--- config.mk ---
export PLATFORM = sky130hd
export DESIGN_NAME = mem_access_stage
export DESIGN_NICKNAME = d
export VERILOG_FILES = /design/src/rtl/mem_access_stage.sv
export SDC_FILE = /design/constraint.sdc
export NUM_CORES = 1
export LEC_CHECK = 0
export CAP_MARGIN = 40
export CORE_ASPECT_RATIO = 1.5
export CORE_MARGIN = 1.5
export CORE_UTILIZATION = 29
export DETAILED_ROUTE_END_ITERATION = 8
export GPL_TIMING_DRIVEN = 0
export PLACE_DENSITY = 0.57
export SETUP_SLACK_MARGIN = 0.15
export SLEW_MARGIN = 25
export SYNTH_ARGS = -nofsm -noshare
export SYNTH_HDL_FRONTEND = slang
export SYNTH_SLANG_ARGS = --single-unit
--- constraint.sdc ---
create_clock -name clk -period 4.45 [get_ports clk]
set_input_delay 0.445 -clock clk [delete_from_list [all_inputs] [get_ports clk]]
set_output_delay 0.445 -clock clk [all_outputs]
set_load 0.02 [all_outputs]
--- src/rtl/mem_access_stage.sv ---
// MEM stage: sized, alignment-checked loads and stores over a req/ack data-memory port.
// Stalls upstream from op detection until ack or timeout; DONE presents extended load data.
module mem_access_stage #(
    parameter int unsigned TIMEOUT = 64
) (
    input  logic        clk,
    input  logic        rst_n,
    input  logic        mem_read,
    input  logic        mem_write,
    input  logic [1:0]  mem_size,
    input  logic        mem_unsigned,
    input  logic [31:0] ALU_result,
    input  logic [31:0] store_data,
    input  logic        reg_write,
    input  logic [4:0]  reg_address,
    input  logic        jump_reg,
    output logic        dmem_req,
    output logic        dmem_we,
    output logic [31:0] dmem_addr,
    output logic [3:0]  dmem_be,
    output logic [31:0] dmem_wdata,
    input  logic [31:0] dmem_rdata,
    input  logic        dmem_ack,
    output logic        stall,
    output logic        misaligned,
    output logic        bus_error,
    output logic        reg_write_out,
    output logic [31:0] data_out,
    output logic [31:0] result_out,
    output logic [4:0]  reg_address_out,
    output logic        jump_reg_out
);
    typedef enum logic [1:0] {IDLE = 2'd0, ACCESS = 2'd1, DONE = 2'd2} state_t;
    localparam logic [7:0] CNT_LAST = 8'(TIMEOUT - 1);

    state_t      state_q;
    logic [7:0]  cnt_q;
    logic [31:0] load_buf_q;
    logic [1:0]  lo_q;
    logic [1:0]  size_q;
    logic        uns_q;
    logic        abort_q;
    logic        req_q;
    logic        we_q;
    logic        mis_q;
    logic        berr_q;
    logic [31:0] addr_q;
    logic [31:0] wdata_q;
    logic [3:0]  be_q;

    logic        mem_op;
    logic        is_half;
    logic        is_word;
    logic        fault;
    logic        start;
    logic [3:0]  be_d;
    logic [31:0] wdata_d;
    logic [31:0] lane;
    logic [31:0] ext;

    assign mem_op  = mem_read | mem_write;
    assign is_half = (mem_size == 2'b01);
    assign is_word = mem_size[1];
    assign fault   = (state_q == IDLE) & mem_op &
                     ((is_half & ALU_result[0]) | (is_word & (|ALU_result[1:0])));
    assign start   = (state_q == IDLE) & mem_op & ~fault;

    // Lane-replicated store data so memory needs only the byte enables.
    always_comb begin
        be_d    = 4'b1111;
        wdata_d = store_data;
        case (mem_size)
            2'b00: begin
                be_d    = 4'b0001 << ALU_result[1:0];
                wdata_d = {4{store_data[7:0]}};
            end
            2'b01: begin
                be_d    = ALU_result[1] ? 4'b1100 : 4'b0011;
                wdata_d = {2{store_data[15:0]}};
            end
            default: ;
        endcase
    end

    always_comb begin
        lane = load_buf_q >> {lo_q, 3'b000};
        ext  = lane;
        case (size_q)
            2'b00: ext = uns_q ? {24'd0, lane[7:0]} : {{24{lane[7]}}, lane[7:0]};
            2'b01: ext = uns_q ? {16'd0, lane[15:0]} : {{16{lane[15]}}, lane[15:0]};
            default: ;
        endcase
    end

    always_ff @(posedge clk or negedge rst_n) begin
        if (!rst_n) begin
            state_q    <= IDLE;
            cnt_q      <= 8'd0;
            load_buf_q <= 32'd0;
            lo_q       <= 2'd0;
            size_q     <= 2'd0;
            uns_q      <= 1'b0;
            abort_q    <= 1'b0;
            req_q      <= 1'b0;
            we_q       <= 1'b0;
            mis_q      <= 1'b0;
            berr_q     <= 1'b0;
            addr_q     <= 32'd0;
            wdata_q    <= 32'd0;
            be_q       <= 4'd0;
        end else begin
            mis_q  <= fault;
            berr_q <= 1'b0;
            case (state_q)
                IDLE: begin
                    if (start) begin
                        req_q   <= 1'b1;
                        we_q    <= mem_write;
                        addr_q  <= {ALU_result[31:2], 2'b00};
                        be_q    <= be_d;
                        wdata_q <= wdata_d;
                        lo_q    <= ALU_result[1:0];
                        size_q  <= mem_size;
                        uns_q   <= mem_unsigned;
                        cnt_q   <= 8'd0;
                        abort_q <= 1'b0;
                        state_q <= ACCESS;
                    end
                end
                ACCESS: begin
                    if (dmem_ack) begin
                        load_buf_q <= dmem_rdata;
                        req_q      <= 1'b0;
                        state_q    <= DONE;
                    end else if (cnt_q == CNT_LAST) begin
                        req_q   <= 1'b0;
                        berr_q  <= 1'b1;
                        abort_q <= 1'b1;
                        state_q <= DONE;
                    end else begin
                        cnt_q <= cnt_q + 8'd1;
                    end
                end
                // EX/MEM advances on this edge, so the held inputs are not looked at again.
                DONE:    state_q <= IDLE;
                default: state_q <= IDLE;
            endcase
        end
    end

    assign stall           = start | (state_q == ACCESS);
    assign dmem_req        = req_q;
    assign dmem_we         = we_q;
    assign dmem_addr       = addr_q;
    assign dmem_be         = be_q;
    assign dmem_wdata      = wdata_q;
    assign misaligned      = mis_q;
    assign bus_error       = berr_q;
    assign reg_write_out   = reg_write & ~stall & ~fault & ~((state_q == DONE) & abort_q);
    assign data_out        = (state_q == DONE) ? ext : 32'd0;
    assign result_out      = ALU_result;
    assign reg_address_out = reg_address;
    assign jump_reg_out    = jump_reg;
endmodule
==> results of run 1 <==
[logic make-up (layout without fill, tap and decap cells)]
group,Yosys count,after routing,synth area share
simple gates,100,100,0.0878
other cells,1,2,0.000628
fa+ha+maj,1,1,0.00209
buf+inv,77,354,0.0788
xor+xnor,3,3,0.00440
compound gates,111,111,0.111
mux,122,122,0.221
flops,118,118,0.494
[per-layer routing]
| metal | GRT usage | vias to the layer above | wire (um) |
|---|---|---|---|
| li1 | - | 2392 | - |
| met1 | 0.179 | 2498 | 6880 |
| met2 | 0.320 | 232 | 9750 |
| met3 | 0.0576 | 45 | 1440 |
| met4 | 0.0868 | 0 | 685 |
| met5 | 0 | - | 0 |
[flip-flops by register name, indices dropped and copies added (netlist names), 2 cells and up]
signal,cells
load_buf_q,32
size_q,2
lo_q,2
dmem_be,4
dmem_addr,30
cnt_q,8
dmem_wdata,32
state_q,2
[worst max path at each step]
stage / start / to / slack (ns) / depth (start not counted)
2_1_floorplan: state_q[0] / data_out[16] / 2.27 / 5
3_3_place_gp: rst_n / load_buf_q[27] / -1.82 / 1
3_5_place_dp: ALU_result[1] / stall / 1.18 / 7
4_1_cts: ALU_result[1] / stall / 1.16 / 7
5_1_grt: lo_q[1] / data_out[22] / 0.97 / 6
6_report: lo_q[1] / data_out[18] / 1.19 / 6
[cell type report]
cell class	instances	area share
clock buffer	17	0.0450
tap	264	0.0350
timing repair buffer	245	0.262
sequential	118	0.313
buffer	74	0.0486
clock inverter	15	0.0253
inverter	3	0.00119
multi-input combinational	339	0.270
[per-stage QoR]
step	setup WS (ns)	total power (uW)	TNS, ns	hold slack, ns
floorplan	2.27	3060	0	0.149
global placement	-1.82	4120	-213.16	0.467
detailed placement	1.18	4170	0	0.404
CTS	1.16	5770	0	0.355
global route	0.971	6010	0	0.378
finish	1.19	5700	0	0.381
[repair_timing]
action                                 4_1_cts  5_1_grt
resized for setup                            0        0
hold buffers                                 1        0
endpoints found under the hold margin       54        0
[cells in the final DEF (no fill, tap or decap), drive strengths merged, types with 2 or more instances in the layout]
master         synthesis  layout
clkbuf                11      28
a21oi                 19      19
nand2b                 2       2
o21a                   2       2
buf                   63      65
o22ai                  2       2
mux2i                 44      44
mux2                  78      78
dfrtp                118     118
o31ai                  2       2
or3b                   3       3
o211ai                 3       3
or2                    2       2
bufinv                 0       5
nor2b                  9       9
and2                   9       9
a21boi                 2       2
nand2                 36      36
inv                    3      10
nand4b                 2       2
clkinv                 0       2
clkdlybuf4s50          0     242
xnor2                  2       2
a211oi                14      14
conb                   1       2
a22oi                  2       2
nand3                  3       3
o21ai                 52      52
nor2                  22      22
nor3                   2       2
or3                    2       2
a21o                   8       8
[power groups by stage]
stage | logic (uW) | clock network (uW) | registers (uW)
after global placement | 2280 | 0 | 1830
after CTS | 2320 | 1600 | 1850
after detailed placement | 2310 | 0 | 1860
final | 2300 | 1560 | 1840
after floorplan | 973 | 0 | 2090
after global routing | 2460 | 1640 | 1910
==> run_results.csv, run 1 <==
group,metric,value,unit
critical_path,slowest_stage,"o21ai_0",
final_layout,final_area,9450,um2
timing,min_period,3.26,ns
floorplan,core_area,20300,um2
final_layout,drive_gt1_frac,0.217,
clocking,clock_sinks,118,
pwr,p_switching,2010,uW
critical_path,reg2reg_from,"state_q[0]",
final_layout,area_delta_synth_final,58.1,%
logic_synthesis,ys_top_cells_by_area,"dfrtp_1 49%, mux2_2 15%, mux2i_1 7.4%",
floorplan,rows,64,
grt,grt_use_total,0.176,
clocking,clock_latency,0.41,ns
pwr,p_leak,0.00402,uW
final_layout,stdcell_count,1075,
logic_synthesis,synth_top_cell_by_area,"dfrtp_1",
pwr,power.internal,3690,uW
clocking,cts_buffers,17,
pwr,p_per_area,603,nW/um2
grt,grt_pass1_vias,5556,
critical_path,crit_path_start_kind,"register",
pwr,peakVddDrop,0.000281,V
critical_path,worstSetupPathType,"register to output pin",
critical_path,ff2ff_path_depth,4,
critical_path,path_buf_inv,2,
grt,antenna_found_initial,0,
placement,dp_cells,1042,
drt,wire_per_inst,17.4,um
clocking,cts_tree,"done",
timing,fin_crit_sh,0.732,
pwr,pwr-share-clk,0.273,
timing,fin_skew,0.0100,ns
critical_path,critPathArrivalTime,2.81,ns
final_layout,multiInputGateArea,2550,um2
final_layout,fillers,1945,
drt,finalWirelength,18800,um
critical_path,path_cells,"buf_4 -> mux2i_1 -> o21ai_0 -> o21ai_0 -> o21ai_0 -> clkdlybuf4s50_1",
hold_path,hold_path_depth,2,
timing,max_freq,307,MHz
floorplan,chipWidth,120,um
flow_run,maxCapViolCount,0,
grt,grt_max_degree,65,
clocking,clk_pin_slew_worst_paths,0.06,ns
timing,worst_pin_slew,0.754,ns
critical_path,path_delay_family,"compound AO/OA/AOI/OAI gates",
final_layout,regArea,2950,um2
critical_path,cp_data_required_time,4.01,ns
final_layout,final_util,0.464,
logic_synthesis,yosysTopAreaCellShare,0.494,
drt,vias,5167,
clocking,cts_root_buf,"clkbuf_16",
critical_path,crit_path_max_fanout,10,
timing,rsz0062_at_grt,"no",
drt,ant_nets,0,
timing,final-hold-violation-count,0,
hold_path,hp-start,"ALU_result[0]",
clocking,clk_path_buf_depth,2,
critical_path,crit_path_max_incr_delay,0.62,ns
logic_synthesis,postSynth.asyncResetShare,1.00,
drt,drc,0,
critical_path,r2r_end,"dmem_be[3]",
floorplan,initial_core_util,0.294,
logic_synthesis,syn_avg_cell_area,11.2,um2
logic_synthesis,synth_most_common_cell,"dfrtp_1",
drt,avgViaCountPerCell,4.81,
clocking,postCtsSetupBuffers,0,
pwr,swShare,0.353,
clocking,h-tree-depth,4,
logic_synthesis,yosys_register_bits,118,
grt,grt_pass1_wl,29200,um
logic_synthesis,synth_edf_count,0,
critical_path,ff2ff_setup_slack,2.57,ns
floorplan,ios,255,
timing,drv_slew,0,
placement,portBuffers,243,
final_layout,nNetsFinal,910,
hold_path,min_path_type,"input port to register",
logic_synthesis,syn_area,5970,um2
floorplan,die_y,179,um
logic_synthesis,yosys_warnings,0,
grt,gr-total-overflow,0,
drt,first_pass_iters,5,
logic_synthesis,synthFlopType,"dfrtp_1",
placement,routabilityCongestion,0.878,
pwr,seqPwrFrac,0.324,
placement,place_area,8770,um2
placement,dp_hpwl,14400,um
drt,drt-initial-drc-count,275,
logic_synthesis,ys_seq_area_frac,0.494,
logic_synthesis,ys_types,51,
hold_path,worstHoldEndpoint,"dmem_be[2]",
timing,slew_headroom,0.492,
floorplan,dieArea,21500,um2
final_layout,n_antenna_cell,0,
run_status,status,"finished clean",
pwr,combPwrFrac,0.403,
logic_synthesis,synth_common_cells,"118 x dfrtp_1, 78 x mux2_2, 50 x o21ai_0",
logic_synthesis,synthesis.instances,533,
timing,setup-violations-final,0,
critical_path,endpoint_kind,"output pin",
critical_path,crit_top_cell,"o21ai_0",
No activity file was read; power rests on OpenSTA's default activity.
==> run 2: changes to the inputs <==
--- a/config.mk
+++ b/config.mk
@@ -11,7 +11,7 @@
 export CORE_UTILIZATION = 29
 export DETAILED_ROUTE_END_ITERATION = 8
 export GPL_TIMING_DRIVEN = 0
-export PLACE_DENSITY = 0.57
+export PLACE_DENSITY = 0.6
 export SETUP_SLACK_MARGIN = 0.15
 export SLEW_MARGIN = 25
 export SYNTH_ARGS = -nofsm -noshare
==> constraint.sdc (replaced) <==
create_clock -name clk -period 2.84 [get_ports clk]
set_input_delay 0.284 -clock clk [delete_from_list [all_inputs] [get_ports clk]]
set_output_delay 0.284 -clock clk [all_outputs]
set_load 0.02 [all_outputs]
==> run_results.csv, run 2 (synthesis gave the netlist of run 1 again) <==
group,metric,value,unit
drt,vias,5061,
flow_run,maxCapViolCount,0,
pwr,p_switching,3120,uW
run_status,status,"finished clean",
placement,routabilityCongestion,0.866,
final_layout,fillers,1995,
pwr,seqPwrFrac,0.334,
final_layout,area_delta_synth_final,57.0,%
pwr,peakVddDrop,0.000421,V
floorplan,ios,255,
pwr,power.internal,5430,uW
critical_path,critPathArrivalTime,2.36,ns
clocking,clock_sinks,118,
clocking,clock_latency,0.42,ns
pwr,p_leak,0.00411,uW
timing,hold_slack,0.230,ns
drt,first_pass_iters,4,
critical_path,cp_data_required_time,2.56,ns
clocking,cts_root_buf,"clkbuf_16",
final_layout,final_area,9380,um2
hold_path,hp-start,"ALU_result[0]",
critical_path,cp-startpoint,"lo_q[1]",
grt,grt_pass1_wl,28600,um
grt,grt_pass1_vias,5213,
critical_path,worstSetupPathType,"register to output pin",
placement,dp_hpwl,13900,um
timing,final-hold-violation-count,0,
timing,min_period,2.65,ns
grt,grt_use_total,0.175,
critical_path,crit_path_max_incr_delay,0.67,ns
hold_path,min_path_type,"input port to register",
final_layout,nNetsFinal,917,
clocking,cts_tree,"done",
critical_path,crit_top_cell,"buf_4",
grt,gr-total-overflow,0,
timing,slew_headroom,0.460,
final_layout,regArea,2960,um2
grt,antenna_found_initial,1,
pwr,combPwrFrac,0.422,
drt,ant_nets,0,
floorplan,chipWidth,120,um
final_layout,final_util,0.461,
drt,avgViaCountPerCell,4.67,
pwr,p_per_area,911,nW/um2
final_layout,mostFrequentLayoutCell,"clkdlybuf4s50_1",
drt,drc,0,
timing,fin_skew,0.0109,ns
timing,setup-violations-final,0,
pwr,swShare,0.365,
timing,rsz0062_at_grt,"yes",
floorplan,rows,64,
clocking,h-tree-depth,4,
final_layout,drive_gt1_frac,0.259,
drt,wire_per_inst,17.0,um
critical_path,endpoint_kind,"output pin",
placement,place_area,8770,um2
timing,drv_slew,0,
critical_path,crit_path_start_kind,"register",
clocking,clk_pin_slew_worst_paths,0.06,ns
critical_path,crit_path_max_fanout,10,
floorplan,initial_core_util,0.294,
critical_path,path_cells,"buf_4 -> buf_4 -> mux2i_1 -> a211oi_1 -> clkdlybuf4s50_1",
timing,worst_pin_slew,0.811,ns
drt,finalWirelength,18500,um
placement,place_ws,-0.0983,ns
clocking,cts_buffers,17,
drt,drt-initial-drc-count,178,
timing,max_freq,378,MHz
critical_path,reg2reg_from,"cnt_q[0]",
final_layout,final_cell_mix,"216 x clkdlybuf4s50_1, 116 x dfrtp_1, 78 x mux2_2",
floorplan,core_area,20300,um2
critical_path,slowest_stage,"clkdlybuf4s50_1",
floorplan,die_y,179,um
grt,grt_max_degree,72,
final_layout,multiInputGateArea,2560,um2
timing,layout_setup_ws,0.194,ns
pwr,pwr-share-clk,0.244,
placement,portBuffers,243,
floorplan,dieArea,21500,um2
clocking,clk_path_buf_depth,2,
timing,fin_crit_sh,0.932,
[run 2: cell count changes in the layout (fill, tap and decap cells not counted), moves of 5 or more]
cell	before	now
buf_2	16	23
buf_4	41	53
clkbuf_2	0	5
clkdlybuf4s50_1	242	216
[run 2: power groups by stage]
| stage | clock network (uW) | registers, uW | logic [uW] |
|---|---|---|---|
| 2_1_floorplan | 0 | 3280 | 1530 |
| 3_3_place_gp | 0 | 2860 | 3590 |
| 3_5_place_dp | 0 | 2880 | 3610 |
| 4_1_cts | 2150 | 2860 | 3640 |
| 5_1_grt | 2230 | 2950 | 3860 |
| 6_report | 2090 | 2850 | 3610 |
[run 2: final cells by class]
cell class                 instances  area share
multi-input combinational        339       0.274
clock inverter                    15      0.0156
timing repair buffer             253       0.263
inverter                           3     0.00120
tap                              264      0.0352
sequential                       118       0.315
clock buffer                      17      0.0454
buffer                            73      0.0511
antenna                            1    0.000267
[run 2: repair_timing]
action	CTS	global route
gates cloned	0	0
setup endpoints to repair	32	28
hold buffers	1	0
gates resized for setup	88	15
pin swaps	1	2
endpoints found under the hold margin	47	0
setup buffers	5	3
[run 2: per-layer routing]
layer | GRT usage | vias to the layer above | routed length, um
met5 | 0 | - | 0
met4 | 0.0734 | 0 | 409
met3 | 0.0550 | 22 | 1210
met2 | 0.314 | 184 | 9700
met1 | 0.190 | 2446 | 7140
li1 | - | 2409 | -
[run 2: critical path, delay by kind of cell (launching register included)]
kind	cells	cell delay [ns]
buffers and inverters	3	1.04
muxes	1	0.19
DFF	1	0.35
AOI/OAI and AO/OA	1	0.36
[run 2: stage by stage]
stage	setup TNS [ns]	std cells	power, uW
2_1_floorplan	0	534	4800
3_3_place_gp	-416.81	1041	6450
3_5_place_dp	-0.301	1042	6500
4_1_cts	0	1079	8650
5_1_grt	0	1083	9040
6_report	0	1083	8540
[run 2: worst paths after layout]
| kind | to | slack, ns | cells past startpoint |
|---|---|---|---|
| max | data_out[0] | 0.19 | 5 |
| min | dmem_be[2] | 0.23 | 2 |
| max reg2reg | cnt_q[6] | 0.98 | 5 |
| min reg2reg | dmem_wdata[26] | 0.48 | 2 |
| max in group asynchronous | state_q[1] | 1.77 | 3 |
| min in group asynchronous | dmem_wdata[3] | 0.36 | 2 |
==> patch: new RTL, flow settings as in run 1 <==
The parameter `TIMEOUT` goes from 64 to 32.
--- a/src/rtl/mem_access_stage.sv
+++ b/src/rtl/mem_access_stage.sv
@@ -1,7 +1,7 @@
 // MEM stage: sized, alignment-checked loads and stores over a req/ack data-memory port.
 // Stalls upstream from op detection until ack or timeout; DONE presents extended load data.
 module mem_access_stage #(
-    parameter int unsigned TIMEOUT = 64
+    parameter int unsigned TIMEOUT = 32
 ) (
     input  logic        clk,
     input  logic        rst_n,
Function: same outputs for any inputs over 4 cycles, from zero or initial values and one cycle with rst_n low; that may be too few to reach the edited logic, so the function may still have changed.
==> patch against run 1 <==
- synthesized area increased by 2.0%
- routed wire length is 7.7% higher
- clock skew increased by 0.0053 ns
- sequential cell count is the same
- worst setup slack gained 0.024 ns
- register-to-register slack improved by 0.03 ns
- count of clock-buffer cells in the layout rose by 1
- cell area increased by 0.49%
- largest power group unchanged
- non-clock buffer count increased by 5
- power fell by 4.0%
- via count is 5.5% higher
==> patch: results (changes against run 1) <==
stage	metric	value	unit	change
outcome	run_status	finished clean		
critical_path	r2r_cells	7		+3
critical_path	crit_path_start	ALU_result[1]		
layout	syn2layout_area_growth	55.8	%	
critical_path	crit_path_max_incr_delay	0.60	ns	-0.02 ns
layout	final_clock_cell_share	0.0622		-0.00812
sta	slew_worst_pin	0.765	ns	+0.0108 ns
critical_path	timing.critical_path.slowest_stage_cell	clkdlybuf4s50_1		
layout	number_of_multi_input_combinational_cells_in_the_layout	436		+29%
place	post_dp_hpwl	15.4	mm	+6.6%
power	power.static_leakage	4.26	nW	+6.0%
synth	seq_area_frac_synth	0.485		-0.00974
drt	drt_pass1_iterations	4		-1
clocking	clk_root_buffer_cell	clkbuf_16		
global_route	grt_pass1_wl	31.3	mm	+7.2%
layout	proportion_of_cell_area_occupied_by_multi_input_gates	0.279		+0.00817
place	placed_area	8890	µm²	+1.4%
synth	post_synth_main_area_contributors	dfrtp_1 48%, nand2_1 10%, mux2i_1 6.9%		
global_route	vias_in_the_first_global_route	5537		-0.34%
place	gp_congestion	0.825		-6.1%
worst_hold_path	hold_path.startpoint	ALU_result[0]		
critical_path	timing.rr.start	state_q[1]$_DFFE_PN0P_		
drt	wl_met1	7.88	mm	+15%
global_route	globalRouteMet2Util	0.333		+0.0129
synth	synthTopCellsByCount	168 x nand2_1, 118 x dfrtp_1, 42 x mux2i_1		
synth	yosys.cell_types.count	56		+9.8%
critical_path	critPathArrivalTime	2.79	ns	-0.02 ns
layout	buffer_share_of_cell_area	0.313		+0.00204
layout	instances_no_fill	1176		+9.4%
layout	inverters	2		-1
global_route	grt_start_max_net_pins	67		+3.1%
drt	met2RoutedLength	10.4	mm	+7.0%
sta	final.hold.worst_slack	0.333	ns	-0.0476 ns
power	peakVddDrop	0.267	mV	-5.0%
global_route	met3_usage	0.0674		+0.00984
drt	wl_met3	1.63	mm	+13%
synth	syn_area_per_cell	9.61	µm²	-14%
worst_hold_path	hold_path_depth	3		+1
synth	postSynth.topFlopCell	dfrtp_1		
layout	number_of_filler_instances_in_the_final_layout	2040		+4.9%
sta	finClkSkew	0.0153	ns	+0.00526 ns
critical_path	timing.reg2reg.setup_slack	2.60	ns	+0.03 ns
clocking	number_of_buffers_added_for_setup_after_cts	0		unchanged
drt	drt-initial-drc-count	179		-35%
global_route	grtUsageMet1	0.208		+0.0292
sta	setup_ws	1.22	ns	+0.0240 ns
critical_path	cp-endpoint	stall		
layout	drive_gt1_frac	0.159		-0.0580
layout	num-nonclk-buffers	324		+1.6%
layout	n_clock_buffer	18		+1
layout	design.final.nets	1011		+11%
critical_path	worstReg2RegEnd	dmem_addr[8]$_DFFE_PN0P_		
drt	totalWireLength	20.2	mm	+7.7%
drt	routed-via-count	5453		+5.5%
drt	dr.max_layer_used	met4		
[patch: cell count changes in the layout (fill, tap and decap cells not counted), moves of 8 or more]
cell and delta:
nand2_1 +132, a21oi_2 +8, o21ai_0 -22, mux2_2 -46
o21ai_1 +24
[patch: cells by family (layout without fill, tap and decap cells)]
logic type	count (synthesis)	count (layout)	share of synthesized area
AND/OR/NAND/NOR	238	238	0.173
AO/OA/AOI/OAI	118	118	0.124
flip-flops	118	118	0.485
buffers and inverters	81	358	0.0821
multiplexers	75	75	0.131
XOR/XNOR	2	2	0.00288
adder cells (fa/ha/maj)	1	1	0.00205
other	1	2	0.000615
[patch: tightest hold or removal path: stages]
cell,delay (ns)
buf_2,0.15
nand2_1,0.07
nand2_1,0.04
[patch: report_power, final]
part	internal [mW]	leakage, nW	switching (mW)	total, mW
clock network	0.843	0.275	0.536	1.38
registers	1.50	1.45	0.289	1.79
logic	1.09	2.53	1.21	2.30
total	3.43	4.26	2.04	5.47
